`src/rtl/opb_arb_pkg.sv`:
```
// opb_arb_pkg: shared widths, FSM state encoding and helpers for the OPB request arbiter
package opb_arb_pkg;

    localparam int OPB_AW = 32;
    localparam int OPB_DW = 32;
    localparam int BE_W   = 4;

    typedef enum logic [1:0] {
        ST_IDLE = 2'd0,
        ST_XFER = 2'd1,
        ST_GAP  = 2'd2,
        ST_DONE = 2'd3
    } arb_state_e;

    function automatic int idx_w(input int n);
        return (n > 1) ? $clog2(n) : 1;
    endfunction

endpackage

```
`src/rtl/opb_rr_picker.sv`:
```
// opb_rr_picker: combinational round-robin select of the first request at or after the pointer
module opb_rr_picker #(
    parameter int NUM_REQ = 4,
    parameter int IW      = 2
) (
    input  logic [NUM_REQ-1:0] req,
    input  logic [IW-1:0]      ptr,
    output logic [NUM_REQ-1:0] gnt,
    output logic [IW-1:0]      idx,
    output logic               valid
);

    // scan from farthest to nearest so the request closest to the pointer wins
    always_comb begin
        idx   = '0;
        valid = 1'b0;
        for (int k = NUM_REQ - 1; k >= 0; k--) begin
            if (req[(int'(ptr) + k) % NUM_REQ]) begin
                idx   = IW'((int'(ptr) + k) % NUM_REQ);
                valid = 1'b1;
            end
        end
    end

    assign gnt = valid ? (NUM_REQ'(1) << idx) : '0;

endmodule

```
`src/rtl/opb_req_arbiter.sv`:
```
// opb_req_arbiter: round-robin sharing of one OPB master port among NUM_REQ requesters
module opb_req_arbiter
    import opb_arb_pkg::*;
#(
    parameter int NUM_REQ   = 4,
    parameter int TIMEOUT   = 16,
    parameter int RETRY_MAX = 3
) (
    input  logic                      OPB_Clk,
    input  logic                      OPB_Rst_n,
    input  logic [NUM_REQ-1:0]        req,
    input  logic [NUM_REQ*OPB_AW-1:0] req_addr,
    input  logic [NUM_REQ-1:0]        req_rnw,
    input  logic [NUM_REQ*BE_W-1:0]   req_be,
    input  logic [NUM_REQ*OPB_DW-1:0] req_wdata,
    output logic [NUM_REQ-1:0]        ack,
    output logic [NUM_REQ-1:0]        err,
    output logic [OPB_DW-1:0]         rdata,
    output logic                      busy,
    output logic [0:OPB_AW-1]         M_ABus,
    output logic [0:BE_W-1]           M_BE,
    output logic [0:OPB_DW-1]         M_DBus,
    output logic                      M_RNW,
    output logic                      M_select,
    output logic                      M_seqAddr,
    input  logic [0:OPB_DW-1]         Sl_DBus,
    input  logic                      Sl_xferAck,
    input  logic                      Sl_errAck,
    input  logic                      Sl_retry,
    input  logic                      Sl_toutSup
);

    localparam int IW = idx_w(NUM_REQ);
    localparam int TW = idx_w(TIMEOUT);
    localparam int RW = (RETRY_MAX > 0) ? $clog2(RETRY_MAX + 1) : 1;

    arb_state_e          state_q, state_d;
    logic [IW-1:0]       ptr_q, ptr_d;
    logic [IW-1:0]       g_q, g_d;
    logic [NUM_REQ-1:0]  gnt_q, gnt_d;
    logic [OPB_AW-1:0]   addr_q, addr_d;
    logic                rnw_q, rnw_d;
    logic [BE_W-1:0]     be_q, be_d;
    logic [OPB_DW-1:0]   wdata_q, wdata_d;
    logic [OPB_DW-1:0]   rdata_q, rdata_d;
    logic                err_q, err_d;
    logic [RW-1:0]       retry_q, retry_d;
    logic [TW-1:0]       tout_q, tout_d;

    logic [NUM_REQ-1:0]  pick_gnt;
    logic [IW-1:0]       pick_idx;
    logic                pick_valid;
    logic                sel;

    opb_rr_picker #(
        .NUM_REQ (NUM_REQ),
        .IW      (IW)
    ) u_picker (
        .req   (req),
        .ptr   (ptr_q),
        .gnt   (pick_gnt),
        .idx   (pick_idx),
        .valid (pick_valid)
    );

    // state and latched-transaction registers; async reset drops M_select at once
    always_ff @(posedge OPB_Clk or negedge OPB_Rst_n) begin
        if (!OPB_Rst_n) begin
            state_q <= ST_IDLE;
            ptr_q   <= '0;
            g_q     <= '0;
            gnt_q   <= '0;
            addr_q  <= '0;
            rnw_q   <= 1'b0;
            be_q    <= '0;
            wdata_q <= '0;
            rdata_q <= '0;
            err_q   <= 1'b0;
            retry_q <= '0;
            tout_q  <= '0;
        end else begin
            state_q <= state_d;
            ptr_q   <= ptr_d;
            g_q     <= g_d;
            gnt_q   <= gnt_d;
            addr_q  <= addr_d;
            rnw_q   <= rnw_d;
            be_q    <= be_d;
            wdata_q <= wdata_d;
            rdata_q <= rdata_d;
            err_q   <= err_d;
            retry_q <= retry_d;
            tout_q  <= tout_d;
        end
    end

    // next state: grant, OPB handshake priority (ack > errAck > retry > timeout), completion
    always_comb begin
        state_d = state_q;
        ptr_d   = ptr_q;
        g_d     = g_q;
        gnt_d   = gnt_q;
        addr_d  = addr_q;
        rnw_d   = rnw_q;
        be_d    = be_q;
        wdata_d = wdata_q;
        rdata_d = rdata_q;
        err_d   = err_q;
        retry_d = retry_q;
        tout_d  = tout_q;
        case (state_q)
            ST_IDLE: begin
                if (pick_valid) begin
                    state_d = ST_XFER;
                    g_d     = pick_idx;
                    gnt_d   = pick_gnt;
                    addr_d  = req_addr[pick_idx*OPB_AW +: OPB_AW];
                    rnw_d   = req_rnw[pick_idx];
                    be_d    = req_be[pick_idx*BE_W +: BE_W];
                    wdata_d = req_wdata[pick_idx*OPB_DW +: OPB_DW];
                    rdata_d = '0;
                    err_d   = 1'b0;
                    retry_d = '0;
                    tout_d  = '0;
                end
            end
            ST_XFER: begin
                if (Sl_xferAck) begin
                    state_d = ST_DONE;
                    rdata_d = rnw_q ? Sl_DBus : '0;
                end else if (Sl_errAck) begin
                    state_d = ST_DONE;
                    err_d   = 1'b1;
                end else if (Sl_retry) begin
                    if (retry_q < RW'(RETRY_MAX)) begin
                        retry_d = retry_q + 1'b1;
                        state_d = ST_GAP;
                    end else begin
                        state_d = ST_DONE;
                        err_d   = 1'b1;
                    end
                end else if (!Sl_toutSup) begin
                    if (tout_q == TW'(TIMEOUT - 1)) begin
                        state_d = ST_DONE;
                        err_d   = 1'b1;
                    end else begin
                        tout_d = tout_q + 1'b1;
                    end
                end
            end
            ST_GAP: begin
                tout_d  = '0;
                state_d = ST_XFER;
            end
            ST_DONE: begin
                ptr_d   = (g_q == IW'(NUM_REQ - 1)) ? '0 : g_q + 1'b1;
                retry_d = '0;
                tout_d  = '0;
                state_d = ST_IDLE;
            end
            default: state_d = ST_IDLE;
        endcase
    end

    assign sel       = (state_q == ST_XFER);
    assign M_select  = sel;
    assign M_seqAddr = 1'b0;
    assign M_ABus    = sel ? addr_q : '0;
    assign M_BE      = sel ? be_q : '0;
    assign M_DBus    = (sel && !rnw_q) ? wdata_q : '0;
    assign M_RNW     = sel & rnw_q;
    assign busy      = (state_q != ST_IDLE);
    assign ack       = (state_q == ST_DONE) ? gnt_q : '0;
    assign err       = (state_q == ST_DONE && err_q) ? gnt_q : '0;
    assign rdata     = (state_q == ST_DONE) ? rdata_q : '0;

endmodule

```
`config.mk`:
```
export PLATFORM = sky130hd
export DESIGN_NAME = opb_req_arbiter
export DESIGN_NICKNAME = d
export VERILOG_FILES = /design/src/rtl/opb_arb_pkg.sv /design/src/rtl/opb_rr_picker.sv /design/src/rtl/opb_req_arbiter.sv
export SDC_FILE = /design/constraint.sdc
export NUM_CORES = 1
export LEC_CHECK = 0
export BUFFER_PORTS_ARGS = -buffer_cell sky130_fd_sc_hd__buf_2
export CAP_MARGIN = 20
export CORE_AREA = 2 2 166 168
export CTS_BUF_LIST = sky130_fd_sc_hd__clkbuf_4 sky130_fd_sc_hd__clkbuf_8
export CTS_CLUSTER_SIZE = 12
export DETAILED_ROUTE_END_ITERATION = 10
export DIE_AREA = 0 0 168 170
export GPL_TIMING_DRIVEN = 0
export PLACE_DENSITY = 0.63
export SYNTH_ARGS = -nofsm -noshare
export SYNTH_HDL_FRONTEND = slang
export SYNTH_HIERARCHICAL = 1
export SYNTH_SLANG_ARGS = --single-unit
```
`constraint.sdc`:
```
create_clock -name OPB_Clk -period 2.2 [get_ports OPB_Clk]
set_input_delay 0.22 -clock OPB_Clk [delete_from_list [all_inputs] [get_ports OPB_Clk]]
set_output_delay 0.22 -clock OPB_Clk [all_outputs]
set_load 0.02 [all_outputs]
```
==> flow_metrics.env, run 1 <==
export IMPL_fmax_mhz=432
export IMPL_totalWireLength_um=27300
export IMPL_slew_violations=0
export IMPL_finClkSkew_ns=0.0229
export IMPL_regToRegStartpoint="ptr_q[1]"
export IMPL_power_density_mw_per_mm2=1320
export IMPL_rows=60
export IMPL_slew_limit_headroom_pct=59.3
export IMPL_first_pass_iters=4
export IMPL_reg2reg_depth=9
export IMPL_worstPathArrival_ns=2.65
export IMPL_syn_avg_cell_area_um2=12.2
export IMPL_pre_cts_slack_ns=-0.621
export IMPL_cp_end_kind="register"
export IMPL_r2r_end="wdata_q[13]"
export IMPL_synth_cells=608
export IMPL_antenna_found_initial=4
export IMPL_min_delay_path_depth=3
export IMPL_p_leak_nw=6.05
export IMPL_finalHoldViolCount=0
export IMPL_start_util_pct=27.9
export IMPL_critPathMaxFanout=6
export IMPL_first_iter_violations=396
export IMPL_tritoncts="built"
export IMPL_dieWidth_um=168
export IMPL_min_from="Sl_DBus[31]"
export IMPL_clkTransAtPathRegs_ns=0.08
export IMPL_cap_violations=0
export IMPL_cts_buffers=17
export IMPL_grt_overflow=0
export IMPL_dp_hpwl_um=20600
export IMPL_fin_crit_sh_pct=105
export IMPL_yosysSeqAreaShare_pct=39.8
export IMPL_peakVddDrop_uv=648
export IMPL_finalPower_w=0.0154
export IMPL_place_congestion=0.817
export IMPL_violations="negative setup slack"
export IMPL_cts_sinks=118
export IMPL_routed_via_density=4.80
export IMPL_period_needed_ns=2.32
export IMPL_syn_area_mm2=0.00742
export IMPL_clk_latency_ns=0.45
export IMPL_rsz0062_at_grt="true"
export IMPL_portBuffers=425
export IMPL_yosysWarnings=6
export IMPL_setup_ws_ns=-0.117
export IMPL_io_pins=430
export IMPL_h_tree_depth=4
export IMPL_dp_cells=1375
export IMPL_async_flop_share_pct=100
export IMPL_finalNetCount=1426
export IMPL_required_ns=2.53
export IMPL_hp_class="primary input to register"
export IMPL_synth_ff_type="dfrtp_1"
export IMPL_ys_ff_latch=118
export IMPL_grt_pass1_vias=6986
export IMPL_grt_pass1_wl_um=39500
export IMPL_die_area_mm2=0.0286
export IMPL_cp_startpoint="ptr_q[1]"
export IMPL_critPathLaunchType="register"
export IMPL_synth_enable_flop_cells=0
export IMPL_clk_path_buf_depth=2
export IMPL_antenna_left=0
export IMPL_min_to="rdata_q[0]"
export IMPL_die_y_um=170
export IMPL_status="finished with violations"
export IMPL_wl_per_cell_um=18.7
export IMPL_grt_usage_pct=18.2
export IMPL_synth_distinct_cells=46
export IMPL_r2r_slack_ns=-0.12
export IMPL_setup_tns_ns=-3.67
export IMPL_worst_pin_slew_ns=0.611
export IMPL_root_buffer="clkbuf_8"
export IMPL_grt_max_degree=61
export IMPL_post_route_drc_count=0
export IMPL_path_class="register to register"
export IMPL_core_area_mm2=0.0267
export IMPL_vias=7003
export IMPL_synthToLayoutAreaGrowth_pct=57.0
export IMPL_setup_viol=68
export IMPL_drive_gt1_share_pct=63.2
export IMPL_synth_net_count=929
export IMPL_stdcell_count=1460
-- critical path, cell delays in order (launching register included) --
cell,delay (ns)
dfrtp_1,0.39
buf_6,0.13
mux2i_1,0.13
o22ai_1,0.09
a31oi_1,0.19
buf_6,0.17
buf_12,0.15
buf_12,0.13
mux4_2,0.55
mux2_4,0.28
-- synth_stat cells (all sizes together), types with 2 or more instances --
cell type / number / area (µm²)
a21oi: 7 / 35.0
o22ai: 2 / 12.5
o221a: 2 / 22.5
or2: 2 / 15.0
mux4: 69 / 1550
dfrtp: 118 / 2950
nand2b: 5 / 31.3
a21boi: 2 / 15.0
nor2: 8 / 46.3
nor2b: 2 / 12.5
and2: 71 / 444
nand3: 33 / 165
inv: 13 / 48.8
mux2i: 3 / 30.0
and3: 43 / 269
buf: 34 / 325
nand2: 69 / 259
a22o: 2 / 17.5
a31oi: 2 / 12.5
mux2: 77 / 901
o21ai: 6 / 30.0
clkbuf: 22 / 82.6
ha: 3 / 37.5
-- kinds of logic (layout without fill, tap and decap cells) --
group | count (synthesis) | in the layout | share of synthesized area [%]
muxes | 149 | 149 | 33.5
adders and majority gates | 3 | 3 | 0.506
AOI/OAI and AO/OA | 34 | 34 | 3.22
DFF | 118 | 118 | 39.8
and+or+nand+nor | 234 | 234 | 16.8
buffers and inverters | 69 | 579 | 6.15
other | 1 | 2 | 0.0505
-- metal layers --
| layer | track usage, % | vias to the layer above | wire, µm |
|---|---|---|---|
| li1 | - | 3206 | - |
| met1 | 23.4 | 3473 | 11500 |
| met2 | 31.1 | 298 | 13700 |
| met3 | 4.58 | 20 | 1790 |
| met4 | 4.05 | 6 | 241 |
| met5 | 0 | - | 44 |
-- how the worst max path moves through the flow --
stage          slack [ns]           to
5_1_grt             -0.20  wdata_q[13]
4_1_cts             -0.11  wdata_q[13]
6_report            -0.12  wdata_q[13]
3_5_place_dp        -0.62  wdata_q[29]
2_1_floorplan        0.06      be_q[0]
3_3_place_gp        -0.74      be_q[2]
-- power by group --
group,leakage [nW],switching [W],internal (W)
registers,1.46,0.000509,0.00308
clock network,0.221,0.00100,0.00123
logic,4.37,0.00438,0.00523
total,6.05,0.00590,0.00953
-- state kept, by name, indices dropped and copies added (netlist names) --
signal and count:
retry_q 2, gnt_q 4, addr_q 32, rnw_q 1, err_q 1, g_q 2
rdata_q 32, ptr_q 2, wdata_q 32, tout_q 4, state_q 2, be_q 4
-- placed cells by master, fill, tap and decap left out, types with 11 or more instances in the layout --
cell type / n
nand3_1: 33
dfrtp_1: 118
and2_1: 52
mux2_2: 21
dlygate4sd3_1: 30
mux2_4: 56
inv_1: 12
buf_2: 402
nand2_1: 69
buf_6: 40
clkbuf_8: 20
clkbuf_2: 11
and3_1: 43
buf_4: 20
mux4_2: 69
buf_12: 13
and2_4: 18
-- timing repair --
item | in CTS | in global routing
buffers inserted | 14 | 5
setup endpoints to repair | 161 | 148
pin swaps | 0 | 1
gates cloned | 5 | 2
gates resized for setup | 100 | 100
endpoints found under the hold margin | 87 | 0
hold buffers | 30 | 0
-- area by class of cell --
type / instances / area, µm²
tap: 341 / 427
timing repair buffer: 482 / 3000
multi-input combinational: 421 / 4250
inverter: 13 / 52.6
clock buffer: 20 / 275
antenna: 1 / 2.50
clock inverter: 12 / 164
fill: 2516 / 15000
sequential: 118 / 2950
buffer: 52 / 523
-- through the flow --
stage | util (%) | instance area, µm² | hold slack [ns]
floorplan | - | 7420 | -0.0756
global placement | 37.4 | 9980 | 0.443
detailed placement | 37.6 | 10000 | 0.246
CTS | 42.4 | 11300 | 0.00297
global route | 43.7 | 11700 | 0.00415
finish | 43.7 | 11700 | 0.0314
No activity file was read; power rests on OpenSTA's default activity.
==> run 2: changes to the inputs <==
SETUP_SLACK_MARGIN = 0.5   (was unset)
==> run 2 against run 1 <==
  * Combinational power increased by 30%
  * Setup slack got worse by 0.096 ns
  * Via count increased by 5.2%
  * Highest routed layer unchanged
  * Critical endpoint is now addr_q[31]
  * Critical path type unchanged
  * Count of clock-buffer cells in the layout unchanged
  * The flow still finishes with violations (negative setup slack)
  * Cell count increased by 3.6%
  * Total power increased by 20%
==> flow_metrics.env, run 2 (synthesis results as in run 1) <==
export IMPL_status="finished with violations"
export IMPL_violations="negative setup slack"
export IMPL_setup_viol=69
export IMPL_layout_commonest_cell="buf_2"
export IMPL_die_area_mm2=0.0286
export IMPL_drive_gt1_share_pct=76.1
export IMPL_clk_latency_ns=0.45
export IMPL_combPwrFrac_pct=68.0
export IMPL_first_iter_violations=496
export IMPL_setup_ws_ns=-0.213
export IMPL_dieWidth_um=168
export IMPL_finalNetCount=1479
export IMPL_tritoncts="built"
export IMPL_power_frac_clock_pct=12.3
export IMPL_grt_usage_pct=18.4
export IMPL_p_seq_share_pct=19.7
export IMPL_io_pins=430
export IMPL_critPathLaunchType="register"
export IMPL_antenna_found_initial=2
export IMPL_seq_area_mm2=0.00295
export IMPL_cp_end_kind="register"
export IMPL_swShare_pct=36.9
export IMPL_synthToLayoutAreaGrowth_pct=81.8
export IMPL_h_tree_depth=4
export IMPL_worst_pin_slew_ns=0.569
export IMPL_vias=7366
export IMPL_fin_util_pct=50.6
export IMPL_grt_pass1_vias=7201
export IMPL_period_needed_ns=2.41
export IMPL_power_switching_w=0.00680
export IMPL_finalHoldViolCount=0
export IMPL_rsz0062_at_grt="true"
export IMPL_intPower_w=0.0116
export IMPL_dp_hpwl_um=20100
export IMPL_peakVddDrop_uv=603
export IMPL_required_ns=2.53
export IMPL_path_class="register to register"
export IMPL_grt_pass1_wl_um=40000
export IMPL_portBuffers=425
export IMPL_post_route_drc_count=0
export IMPL_place_congestion=0.808
export IMPL_fmax_mhz=414
export IMPL_antenna_left=0
export IMPL_fin_crit_sh_pct=110
export IMPL_final_cell_mix="buf_2, buf_6, dfrtp_1, and2_4, mux4_2"
export IMPL_totalWireLength_um=30700
export IMPL_routed_via_density=4.87
export IMPL_worstPathArrival_ns=2.74
export IMPL_n_fill_cell=2318
export IMPL_clkTransAtPathRegs_ns=0.09
export IMPL_power_density_mw_per_mm2=1370
export IMPL_root_buffer="clkbuf_8"
export IMPL_whs_ns=0.0426
export IMPL_grt_overflow=0
export IMPL_first_pass_iters=5
export IMPL_min_delay_path_depth=3
export IMPL_stdcell_area_mm2=0.0135
export IMPL_reg2reg_depth=8
export IMPL_cts_buffers=17
export IMPL_place_area_mm2=0.0100
export IMPL_rows=60
export IMPL_largestRegisters="addr_q x32, rdata_q x32, wdata_q x32"
export IMPL_slew_violations=0
export IMPL_clk_path_buf_depth=2
export IMPL_pre_cts_slack_ns=-0.669
export IMPL_start_util_pct=27.9
export IMPL_p_leak_nw=6.47
export IMPL_finClkSkew_ns=0.0183
export IMPL_cts_sinks=118
export IMPL_cap_violations=0
export IMPL_die_y_um=170
export IMPL_hp_class="primary input to register"
export IMPL_critPathMaxFanout=6
export IMPL_finalPower_w=0.0184
export IMPL_grt_max_degree=64
export IMPL_wl_per_cell_um=20.3
export IMPL_core_area_mm2=0.0267
export IMPL_multi_input_area_mm2=0.00469
export IMPL_slew_limit_headroom_pct=62.0
run 2: cell types whose count changed in the layout (fill, tap and decap cells not counted), sizes merged:
cell,before,now
buf,485,532
clkbuf,39,44
dlygate4sd3,30,31
run 2: final cells by class:
class | instances | area share (%)
Multi-Input combinational cell | 421 | 34.7
Timing Repair Buffer | 531 | 30.7
Sequential cell | 118 | 21.9
Buffer | 56 | 5.89
Tap cell | 341 | 3.16
Clock buffer | 20 | 2.04
Clock inverter | 12 | 1.21
Inverter | 13 | 0.389
Antenna cell | 1 | 0.0185
run 2: per-stage QoR:
stage	TNS (ns)	instances
2_1_floorplan	0	608
3_3_place_gp	-111.62	1374
3_5_place_dp	-32.61	1375
4_1_cts	-9.15	1466
5_1_grt	-20.16	1513
6_report	-10.56	1513
run 2: path summary, 6_finish.rpt:
kind	startpoint	end	slack [ns]
max in group asynchronous	OPB_Rst_n	ptr_q[0]	1.13
max	ptr_q[1]	addr_q[31]	-0.21
min reg2reg	rdata_q[15]	rdata_q[15]	0.49
min in group asynchronous	OPB_Rst_n	rdata_q[6]	0.29
min	Sl_DBus[10]	rdata_q[21]	0.04
max reg2reg	ptr_q[1]	addr_q[31]	-0.21
run 2: critical path, stage by stage, from the launching register on:
cell and delay, ns:
dfrtp_1 0.40, buf_6 0.14, mux2i_2 0.18, o22ai_2 0.11, a31oi_2 0.19, clkbuf_8 0.23, buf_12 0.16, mux4_2 0.59
mux2_4 0.28
run 2: power groups by stage:
stage               Clock [W]  Combinational (W)  Sequential (W)
finish                0.00227             0.0125         0.00364
global route          0.00243             0.0132         0.00373
CTS                   0.00234             0.0102         0.00356
detailed placement          0            0.00763         0.00354
global placement            0            0.00752         0.00351
floorplan                   0            0.00544         0.00339
run 2: what timing repair did:
action                                  CTS  global route
pin swaps                                17            76
hold endpoints to repair                 84             1
buffers inserted                         20            32
hold buffers                             30             1
endpoints found under the setup margin  213           225
gates resized for setup                 283           273
gates cloned                              9            13
run 2: metal layers:
layer	wire length, µm	global-route usage, %
met5	13	0
met4	640	4.95
met3	2080	4.58
met2	16300	32.2
met1	11700	22.7
